**config.mk**
```make
export PLATFORM = sky130hd
export DESIGN_NAME = rom_ctrl_hash_feeder
export DESIGN_NICKNAME = d
export VERILOG_FILES = /design/src/rtl/rom_ctrl_pkg.sv /design/src/rtl/rom_ctrl_digest_cmp.sv /design/src/rtl/rom_ctrl_hash_feeder.sv
export SDC_FILE = /design/constraint.sdc
export NUM_CORES = 1
export LEC_CHECK = 0
export BUFFER_PORTS_ARGS = -buffer_cell sky130_fd_sc_hd__buf_2
export CAP_MARGIN = 20
export CORE_MARGIN = 8
export CORE_UTILIZATION = 55
export DETAILED_ROUTE_END_ITERATION = 8
export PLACE_DENSITY = 0.84
export REMOVE_ABC_BUFFERS = 1
export SLEW_MARGIN = 20
export SYNTH_ARGS = -nofsm -noshare
export SYNTH_HDL_FRONTEND = slang
export SYNTH_HIERARCHICAL = 1
export SYNTH_SLANG_ARGS = --single-unit
```
**constraint.sdc**
```tcl
create_clock -name clk_i -period 2.9 [get_ports clk_i]
set_input_delay 0.435 -clock clk_i [delete_from_list [all_inputs] [get_ports clk_i]]
set_output_delay 0.435 -clock clk_i [all_outputs]
set_load 0.1 [all_outputs]
```
**src/rtl/rom_ctrl_pkg.sv**
```systemverilog
// Shared definitions for the ROM controller: digest geometry, width helper and
// the hash feeder state encoding.
package rom_ctrl_pkg;

    localparam int DigestWords = 8;
    localparam int DigestWidth = DigestWords * 32;

    // Bits needed to index n items; never less than one.
    function automatic int vbits(input int n);
        return (n <= 1) ? 1 : $clog2(n);
    endfunction

    // Pairwise Hamming distance >= 3 so a single upset cannot land on a legal state.
    typedef enum logic [5:0] {
        FsHashing    = 6'b101100,
        FsReadTop    = 6'b010101,
        FsWaitDigest = 6'b011010,
        FsCompare    = 6'b100011,
        FsDone       = 6'b110000,
        FsError      = 6'b001111
    } feeder_state_e;

endpackage

```
**src/rtl/rom_ctrl_digest_cmp.sv**
```systemverilog
// Sequential digest comparator: while start_i is held it checks one word per
// cycle and accumulates a sticky mismatch flag.
module rom_ctrl_digest_cmp
    import rom_ctrl_pkg::*;
#(
    parameter int Words = DigestWords,
    parameter int Width = 32
) (
    input  logic                     clk_i,
    input  logic                     rst_ni,
    input  logic                     start_i,
    input  logic [Words*Width-1:0]   exp_i,
    input  logic [Words*Width-1:0]   dig_i,
    output logic                     done_o,
    output logic                     match_o
);

    localparam int IdxW = vbits(Words);
    localparam logic [IdxW-1:0] LastIdx = IdxW'(Words - 1);

    logic [Width-1:0] exp_w [Words];
    logic [Width-1:0] dig_w [Words];

    for (genvar gi = 0; gi < Words; gi++) begin : g_split
        assign exp_w[gi] = exp_i[gi*Width +: Width];
        assign dig_w[gi] = dig_i[gi*Width +: Width];
    end

    logic [IdxW-1:0] idx_q, idx_d;
    logic            mismatch_q, mismatch_d;

    // The index saturates on the last word so it can never select past the buffer.
    always_comb begin
        idx_d      = idx_q;
        mismatch_d = mismatch_q;
        if (start_i) begin
            mismatch_d = mismatch_q | (exp_w[idx_q] != dig_w[idx_q]);
            if (idx_q != LastIdx) begin
                idx_d = idx_q + 1'b1;
            end
        end
    end

    always_ff @(posedge clk_i or negedge rst_ni) begin
        if (!rst_ni) begin
            idx_q      <= '0;
            mismatch_q <= 1'b0;
        end else begin
            idx_q      <= idx_d;
            mismatch_q <= mismatch_d;
        end
    end

    assign done_o  = start_i && (idx_q == LastIdx);
    assign match_o = ~mismatch_q;

endmodule

```
**src/rtl/rom_ctrl_hash_feeder.sv**
```systemverilog
// Streams non-top ROM words to KMAC, captures the top words as the expected
// digest, then compares it against the KMAC digest and reports the verdict.
module rom_ctrl_hash_feeder
    import rom_ctrl_pkg::*;
#(
    parameter int RomDepth    = 16,
    parameter int RomTopCount = DigestWords,
    parameter int DataWidth   = 32
) (
    input  logic                             clk_i,
    input  logic                             rst_ni,
    input  logic [DataWidth-1:0]             rom_data_i,
    input  logic                             rom_vld_i,
    input  logic [vbits(RomDepth)-1:0]       data_addr_i,
    input  logic                             data_last_nontop_i,
    input  logic                             ctr_done_i,
    output logic                             data_rdy_o,
    output logic                             kmac_vld_o,
    output logic [DataWidth-1:0]             kmac_data_o,
    output logic                             kmac_last_o,
    input  logic                             kmac_rdy_i,
    input  logic                             kmac_digest_vld_i,
    input  logic [RomTopCount*DataWidth-1:0] kmac_digest_i,
    output logic                             done_o,
    output logic                             good_o,
    output logic                             alert_o
);

    localparam int AddrW = vbits(RomDepth);
    localparam logic [AddrW-1:0] TopStart = AddrW'(RomDepth - RomTopCount);

    feeder_state_e state_q, state_d;

    logic [RomTopCount-1:0][DataWidth-1:0] exp_q;
    logic [RomTopCount*DataWidth-1:0]      dig_q;
    logic                                  dig_valid_q;
    logic                                  ctr_done_seen_q;

    logic                   capture_en;
    logic                   dig_accept;
    logic                   cmp_start;
    logic                   cmp_done;
    logic                   cmp_match;
    logic [AddrW-1:0]       addr_off;
    logic [RomTopCount-1:0] exp_we;

    assign addr_off = data_addr_i - TopStart;

    for (genvar gi = 0; gi < RomTopCount; gi++) begin : g_exp_we
        assign exp_we[gi] = capture_en && (addr_off == AddrW'(gi));
    end

    always_comb begin
        state_d     = state_q;
        kmac_vld_o  = 1'b0;
        kmac_data_o = '0;
        kmac_last_o = 1'b0;
        data_rdy_o  = 1'b0;
        done_o      = 1'b0;
        good_o      = 1'b0;
        alert_o     = 1'b0;
        capture_en  = 1'b0;
        dig_accept  = 1'b0;
        cmp_start   = 1'b0;

        case (state_q)
            FsHashing: begin
                kmac_vld_o  = rom_vld_i;
                kmac_data_o = rom_data_i;
                kmac_last_o = rom_vld_i & data_last_nontop_i;
                data_rdy_o  = kmac_rdy_i;
                if (kmac_vld_o && kmac_rdy_i && kmac_last_o) begin
                    state_d = FsReadTop;
                end
                if (kmac_digest_vld_i || ctr_done_i) begin
                    state_d = FsError;
                end
            end
            FsReadTop: begin
                data_rdy_o = 1'b1;
                capture_en = rom_vld_i && (data_addr_i >= TopStart);
                dig_accept = kmac_digest_vld_i && !dig_valid_q;
                if (ctr_done_i) begin
                    state_d = FsWaitDigest;
                end
            end
            FsWaitDigest: begin
                dig_accept = kmac_digest_vld_i && !dig_valid_q;
                if (dig_valid_q || dig_accept) begin
                    state_d = FsCompare;
                end
            end
            FsCompare: begin
                cmp_start = 1'b1;
                if (cmp_done) begin
                    state_d = FsDone;
                end
            end
            FsDone: begin
                done_o = 1'b1;
                good_o = cmp_match;
            end
            FsError: begin
                done_o  = 1'b1;
                alert_o = 1'b1;
            end
            default: state_d = FsError;
        endcase

        // Once the counter has reported done it must keep reporting it.
        if (state_q != FsDone && state_q != FsError && ctr_done_seen_q && !ctr_done_i) begin
            state_d = FsError;
        end
    end

    always_ff @(posedge clk_i or negedge rst_ni) begin
        if (!rst_ni) begin
            state_q         <= FsHashing;
            exp_q           <= '0;
            dig_q           <= '0;
            dig_valid_q     <= 1'b0;
            ctr_done_seen_q <= 1'b0;
        end else begin
            state_q <= state_d;
            for (int i = 0; i < RomTopCount; i++) begin
                if (exp_we[i]) begin
                    exp_q[i] <= rom_data_i;
                end
            end
            if (dig_accept) begin
                dig_q       <= kmac_digest_i;
                dig_valid_q <= 1'b1;
            end
            if (ctr_done_i) begin
                ctr_done_seen_q <= 1'b1;
            end
        end
    end

    rom_ctrl_digest_cmp #(
        .Words (RomTopCount),
        .Width (DataWidth)
    ) u_cmp (
        .clk_i   (clk_i),
        .rst_ni  (rst_ni),
        .start_i (cmp_start),
        .exp_i   (exp_q),
        .dig_i   (dig_q),
        .done_o  (cmp_done),
        .match_o (cmp_match)
    );

endmodule

```
==> impl_metrics.env, run 1 <==
export IMPL_run_status="finished clean"
export IMPL_peakVddDrop_mv=0.475
export IMPL_worstMarginPinSlew_ns=0.831
export IMPL_cp_cell_sequence="nand2_1 > nor4_2 > nand2b_1 > clkbuf_4"
export IMPL_slew_viol_final=0
export IMPL_max_freq_ghz=0.349
export IMPL_async_flop_share_pct=100
export IMPL_critical_path_arrival_ns=2.43
export IMPL_core_region_area_um2=43000
export IMPL_std_cell_rows=76
export IMPL_worst_path_cell_with_the_longest_stage_delay="sky130_fd_sc_hd__dfrtp_1"
export IMPL_synth_ff_type="sky130_fd_sc_hd__dfrtp_1"
export IMPL_grt_most_used_layer="met2"
export IMPL_clock_period_minus_final_worst_setup_slack_ns=2.86
export IMPL_clockPowerShare_pct=48.4
export IMPL_power_switching_share_pct=21.4
export IMPL_grt_max_degree=101
export IMPL_globalplace_congestion=0.825
export IMPL_timing_worst_setup_path_type="reg2out"
export IMPL_net_count_of_the_finished_layout=2182
export IMPL_final_fill_count=2938
export IMPL_vias=14700
export IMPL_postSynthCellCount=1519
export IMPL_die_area_um2=50400
export IMPL_power_density_cell_area_nw_per_um2=529
export IMPL_number_of_iterations_in_the_first_detailed_routing_pass=5
export IMPL_grt_antenna_before_repair=7
export IMPL_critical_path_max_stage_delay_ns=0.54
export IMPL_synth_seq_cells=524
export IMPL_yosysMostFrequentCell="sky130_fd_sc_hd__dfrtp_1"
export IMPL_drt_vias_per_instance=5.84
export IMPL_post_synth_mux_area_share_pct=34.4
export IMPL_grt_setup_unrepaired="yes"
export IMPL_io_buffer_count=336
export IMPL_clkLatencyLatePin_ns=0.60
export IMPL_clock_tree_htree_level_count=2
export IMPL_setup_viol=0
export IMPL_cts_clk_slew_worst_paths_ns=0.06
export IMPL_crit_start_category="flip-flop"
export IMPL_clk_path_buf_depth=3
export IMPL_die_height_um=224
export IMPL_worstSetupEndpointType="primary output"
export IMPL_netlist_area_um2=23900
export IMPL_cp_buffers_inverters=1
export IMPL_yosysUniqueCellTypes=54
export IMPL_crit_cells=4
export IMPL_report_power_total_mw=15.3
export IMPL_timing_clock_skew_ns=0.0196
export IMPL_synth_top_family_by_area="multiplexers"
export IMPL_start_util_pct=55.6
export IMPL_critPathMaxFanout=9
export IMPL_finalHoldViolations=0
export IMPL_drt_wirelength_per_cell_um=23.8
export IMPL_gr_usage_all_layers_pct=23.7
export IMPL_number_of_global_route_vias_before_repair=16600
export IMPL_fin_tns_setup_ns=0
export IMPL_synthAdderAreaFrac_pct=0.105
export IMPL_synth_compound_area_share_pct=1.38
export IMPL_leakagePower_nw=14.5
export IMPL_dp_hpwl_mm=39.6
export IMPL_die_width_um=224
export IMPL_timing_critical_path_max_delay_family="simple AND/OR/NAND/NOR gates"
export IMPL_yosys_area_share_xor_xnor_pct=3.99
export IMPL_timing_hold_worst_path_depth=2
export IMPL_initial_drt_markers=1017
export IMPL_synth_edf_count=0
export IMPL_rr_worst_depth=8
export IMPL_final_layout_size_suffix_gt1_share_pct=58.4
export IMPL_synth_avg_cell_area_um2=15.7
export IMPL_total_switching_power_mw=3.27
export IMPL_yosysSeqAreaShare_pct=54.9
export IMPL_clock_net_sink_count=524
export IMPL_postRouteAntennaNets=0
export IMPL_yosys_top_cells_count="521 x sky130_fd_sc_hd__dfrtp_1, 482 x sky130_fd_sc_hd__mux2_2, 103 x sky130_fd_sc_hd__mux4_2"
export IMPL_dp_slack_ns=0.122
export IMPL_ios=337
export IMPL_grt_util_met3_pct=5.13
export IMPL_route_final_wire_length_mm=59.9
export IMPL_setup_slack_after_layout_ns=0.0384
export IMPL_synth_simple_gate_area_share_pct=3.27
export IMPL_top_area_cell_type_share_of_the_netlist_area_pct=54.5
export IMPL_grt_met1_usage_pct=31.3
export IMPL_finalCritPeriodShare_pct=98.7
export IMPL_drv_max_cap_violation_count=0
export IMPL_worst_hold_path_type="in2reg"
export IMPL_first_pass_grt_wire_length_mm=94.1
export IMPL_yosys_warning_total=6
export IMPL_fin_hold_ws_ns=0.0642
export IMPL_drt_drc_violations_left=0
export IMPL_layout_area_overhead_vs_synth_pct=21.2
export IMPL_share_comb_of_total_power_pct=3.6
export IMPL_synthTopCellsByArea="sky130_fd_sc_hd__dfrtp_1 55%, sky130_fd_sc_hd__mux2_2 23%, sky130_fd_sc_hd__mux4_2 9.7%"
export IMPL_worst_slew_margin_rel_pct=44.4
export IMPL_grt_overflow=0
export IMPL_seq_power_share_pct=48.0
export IMPL_cts_root_buf="sky130_fd_sc_hd__clkbuf_16"
export IMPL_cts_inserted_buffers=55
export IMPL_cp_data_required_time_ns=2.47
export IMPL_groute_layer_met2_usage_pct=38.5
export IMPL_tritoncts="yes"
export IMPL_cellInternalPower_mw=12.0
export IMPL_synth_top_area_cell="sky130_fd_sc_hd__dfrtp_1"
[what timing repair did]
action / 4_1_cts / 5_1_grt
gates cloned: 0 / 1
buffers inserted: 0 / 3
resized for setup: 28 / 22
endpoints found under the setup margin: 21 / 38
pin swaps: 0 / 1
hold buffers: 1 / 0
endpoints found under the hold margin: 58 / 0
[power by group through the flow]
stage               Combinational, mW  Sequential, mW  Clock [mW]
CTS                             0.552            7.35        7.59
detailed placement              0.545            7.48           0
global placement                0.530            7.48           0
finish                          0.544            7.35        7.42
global route                    0.603            7.35        7.85
floorplan                      0.0649            7.48           0
[placed cells by master (no fill, tap or decap), types with 3 or more instances in the layout]
cell                         synthesis  layout
sky130_fd_sc_hd__mux2_4             30      30
sky130_fd_sc_hd__buf_6               8      16
sky130_fd_sc_hd__mux4_2            103     103
sky130_fd_sc_hd__bufinv_16           0       7
sky130_fd_sc_hd__nand4_1             6       6
sky130_fd_sc_hd__buf_4               2      35
sky130_fd_sc_hd__xor2_1             56      56
sky130_fd_sc_hd__o21ai_0             9       9
sky130_fd_sc_hd__diode_2             0       6
sky130_fd_sc_hd__clkbuf_16           0      57
sky130_fd_sc_hd__buf_12              0      38
sky130_fd_sc_hd__dfrtp_1           521     518
sky130_fd_sc_hd__clkbuf_8            0      12
sky130_fd_sc_hd__clkbuf_1           22      10
sky130_fd_sc_hd__nand3_1             7       7
sky130_fd_sc_hd__nand2_1            11      10
sky130_fd_sc_hd__a21oi_1            14      14
sky130_fd_sc_hd__dfstp_2             3       3
sky130_fd_sc_hd__nand4bb_1           3       3
sky130_fd_sc_hd__clkinvlp_4          0       3
sky130_fd_sc_hd__mux2_2            482     482
sky130_fd_sc_hd__nor2_1             15      14
sky130_fd_sc_hd__and2_1             34      33
sky130_fd_sc_hd__xnor2_1            53      53
sky130_fd_sc_hd__nor4_1             13       9
sky130_fd_sc_hd__nand2b_1            6       5
sky130_fd_sc_hd__clkinv_2            0      10
sky130_fd_sc_hd__a311oi_1            4       4
sky130_fd_sc_hd__nor3_1             12      10
sky130_fd_sc_hd__nor4_2              2       4
sky130_fd_sc_hd__inv_1               3       3
sky130_fd_sc_hd__a31oi_1             7       7
sky130_fd_sc_hd__buf_2              54     299
[final timing paths]
kind | startpoint | end | slack [ns]
max | state_q[0] | done_o | 0.04
max reg2reg | u_cmp/idx_q[0] | state_q[1] | 0.05
min | kmac_digest_i[81] | dig_q[81] | 0.06
max in group asynchronous | rst_ni | exp_q[169] | 1.51
min in group asynchronous | rst_ni | exp_q[81] | 0.42
min reg2reg | ctr_done_seen_q | ctr_done_seen_q | 0.49
[layer usage]
metal	up-vias	wire length, um
met5	-	12
met4	2	1780
met3	125	3440
met2	469	29800
met1	7759	24900
li1	6344	-
[per-stage QoR]
stage	cell area, um^2	util (%)	cells
global route	29000	67.4	2516
finish	29000	67.4	2517
CTS	28800	67.1	2507
floorplan	23400	-	1432
global placement	26800	62.4	2404
detailed placement	26800	62.4	2404
[flip-flops by register name (all words and copies together) (netlist names)]
register	cells
u_cmp/mismatch_q	1
dig_valid_q	1
exp_q	256
ctr_done_seen_q	1
state_q	6
u_cmp/idx_q	3
dig_q	256
[final cells by class]
type	instances	area, um^2	share of cell area [%]
flip-flops and latches	524	13100	45.3
multi-input cells	905	10400	35.9
repair buffers	392	2760	9.52
clock buffers	78	1600	5.54
well taps	585	732	2.53
clock inverters	24	330	1.14
diodes	6	15.0	0.0518
inverters	3	11.3	0.0389
[cell families after synthesis]
group | after synthesis
compound gates | 49
xor+xnor | 109
fa+ha+maj | 2
buf+inv | 90
flops | 524
mux | 617
simple gates | 128
Power figures use the tool's default switching activity.
==> run 2, diff against run 1 <==
RECOVER_POWER = 100   (was default)
==> run 2 against run 1 <==
Highest routed layer unchanged. Sequential share of layout area rose by 0.12 points. Clock skew fell by 0.0035 ns. Final area fell by 0.27%. Total power barely moved. Register-to-register slack improved by 0.02 ns. Hold slack improved by 0.0025 ns. First-iteration DRC count rose by 8.4%. Combinational power fell by 3%. Fmax rose by 0.29%. The run now ends with DRC, capacitance limit, slew limit left. Non-clock buffer count did not move. Via count fell by 0.24%. Global-route usage did not move.
==> impl_metrics.env, run 2 (synthesis results as in run 1) <==
export IMPL_net_count_of_the_finished_layout=2182
export IMPL_clock_period_minus_final_worst_setup_slack_ns=2.85
export IMPL_grt_max_degree=101
export IMPL_power_switching_share_pct=21.4
export IMPL_timing_clock_skew_ns=0.0161
export IMPL_drt_wirelength_per_cell_um=23.8
export IMPL_worstMarginPinSlew_ns=2.07
export IMPL_drv_max_cap_violation_count=1
export IMPL_first_pass_grt_wire_length_mm=94.1
export IMPL_placed_cells_incl_taps=2404
export IMPL_finalCritPeriodShare_pct=98.4
export IMPL_die_height_um=224
export IMPL_io_buffer_count=336
export IMPL_initial_drt_markers=1102
export IMPL_timing_critical_path_max_delay_family="simple AND/OR/NAND/NOR gates"
export IMPL_power_density_cell_area_nw_per_um2=530
export IMPL_setup_viol=0
export IMPL_dp_hpwl_mm=39.6
export IMPL_ios=337
export IMPL_max_freq_ghz=0.350
export IMPL_most_common_layout_cells="518 x sky130_fd_sc_hd__dfrtp_1, 482 x sky130_fd_sc_hd__mux2_2, 300 x sky130_fd_sc_hd__buf_2"
export IMPL_cp_buffers_inverters=1
export IMPL_gr_usage_all_layers_pct=23.7
export IMPL_cts_root_buf="sky130_fd_sc_hd__clkbuf_16"
export IMPL_leakagePower_nw=14.5
export IMPL_cts_inserted_buffers=55
export IMPL_crit_start_category="flip-flop"
export IMPL_core_region_area_um2=43000
export IMPL_cellInternalPower_mw=12.0
export IMPL_start_util_pct=55.6
export IMPL_worst_hold_path_type="in2reg"
export IMPL_postRouteAntennaNets=0
export IMPL_clock_net_sink_count=524
export IMPL_instances_no_fill=2517
export IMPL_peakVddDrop_mv=0.475
export IMPL_die_area_um2=50400
export IMPL_vias=14700
export IMPL_slew_viol_final=70
export IMPL_critPathMaxFanout=9
export IMPL_clock_tree_htree_level_count=2
export IMPL_globalplace_congestion=0.825
export IMPL_drt_drc_violations_left=1
export IMPL_worstSetupEndpointType="primary output"
export IMPL_worst_slew_margin_rel_pct=-37.9
export IMPL_reg_top3="dig_q x256, exp_q x256, state_q x6"
export IMPL_final_layout_size_suffix_gt1_share_pct=58.4
export IMPL_clk_path_buf_depth=3
export IMPL_worst_hold_startpoint="kmac_digest_i[81]"
export IMPL_route_final_wire_length_mm=59.8
export IMPL_critical_path_max_stage_delay_ns=0.55
export IMPL_total_switching_power_mw=3.27
export IMPL_clockPowerShare_pct=48.5
export IMPL_number_of_iterations_in_the_first_detailed_routing_pass=7
export IMPL_cp_data_required_time_ns=2.47
export IMPL_most_common_library_cell_in_the_layout_ignoring_fill_and_taps="sky130_fd_sc_hd__dfrtp_1"
export IMPL_layout_area_overhead_vs_synth_pct=20.9
export IMPL_share_comb_of_total_power_pct=3.5
export IMPL_cp_cell_sequence="nand2_1 > nor4_2 > nand2b_1 > clkbuf_4"
export IMPL_run_status="finished with violations"
export IMPL_violations_in_the_final_reports="DRC, capacitance limit, slew limit"
export IMPL_setup_slack_after_layout_ns=0.0465
export IMPL_grt_antenna_before_repair=7
export IMPL_dp_slack_ns=0.122
export IMPL_grt_overflow=0
export IMPL_worst_path_cell_with_the_longest_stage_delay="sky130_fd_sc_hd__dfrtp_1"
export IMPL_die_width_um=224
export IMPL_number_of_global_route_vias_before_repair=16600
export IMPL_critPathLaunch="state_q[0]"
export IMPL_report_power_total_mw=15.3
export IMPL_cts_clk_slew_worst_paths_ns=0.06
export IMPL_clkLatencyLatePin_ns=0.60
export IMPL_tritoncts="yes"
export IMPL_timing_worst_setup_path_type="reg2out"
export IMPL_finalHoldViolations=0
export IMPL_layout_cell_area_non_filler_um2=28900
export IMPL_std_cell_rows=76
export IMPL_grt_setup_unrepaired="yes"
export IMPL_drt_vias_per_instance=5.83
export IMPL_critical_path_reg2reg_startpoint="u_cmp/idx_q[0]"
export IMPL_place_area_um2=26800
export IMPL_seq_power_share_pct=48.0
export IMPL_critical_path_arrival_ns=2.42
## run 2: power groups by stage
stage	logic [mW]	registers [mW]	clock network [mW]
global route	0.590	7.35	7.85
floorplan	0.0649	7.48	0
global placement	0.530	7.48	0
finish	0.530	7.35	7.42
detailed placement	0.545	7.48	0
CTS	0.552	7.35	7.59
## run 2: worst reg2reg max path, cell delays in order (launching register included)
cell	delay, ns
sky130_fd_sc_hd__dfrtp_4	0.56
sky130_fd_sc_hd__buf_12	0.19
sky130_fd_sc_hd__ha_1	0.22
sky130_fd_sc_hd__ha_1	0.19
sky130_fd_sc_hd__and2_1	0.14
sky130_fd_sc_hd__or4b_2	0.69
sky130_fd_sc_hd__and4b_1	0.31
sky130_fd_sc_hd__a21oi_1	0.24
sky130_fd_sc_hd__o21ai_0	0.16
## run 2: what timing repair did
item	in CTS	in global routing
gates resized for setup	28	22
endpoints found under the hold margin	58	0
setup endpoints to repair	21	38
buffers inserted	0	3
pin swaps	0	1
hold buffers	1	0
gates cloned	0	1
## run 2: metrics by stage
step                util, %  hold WS (ns)  TNS [ns]
CTS                    67.1        0.0263   -0.0290
global route           67.2        0.0472    -0.210
global placement       62.4         0.458         0
finish                 67.2        0.0667         0
floorplan                 -         0.139  -2703.81
detailed placement     62.4         0.469         0
## run 2: layout make-up
class / count / area (um^2)
fillers: 2948 / 14100
flip-flops and latches: 524 / 13100
multi-input cells: 905 / 10400
repair buffers: 392 / 2680
clock buffers: 78 / 1600
well taps: 585 / 732
clock inverters: 24 / 330
diodes: 6 / 15.0
inverters: 3 / 11.3
## run 2: layer usage
metal / part of all wire (%) / global-route usage (%)
met5: 0.020 / 0
met3: 5.7 / 5.13
met4: 3.0 / 8.86
met2: 50 / 38.5
met1: 42 / 31.3
## run 2: worst paths after layout
check | cells after the start | slack, ns | endpoint
min reg2reg | 1 | 0.49 | ctr_done_seen_q
min in group asynchronous | 2 | 0.98 | dig_q[17]
min | 2 | 0.07 | dig_q[81]
max | 4 | 0.05 | done_o
max in group asynchronous | 4 | 0.34 | dig_q[253]
max reg2reg | 8 | 0.07 | state_q[1]
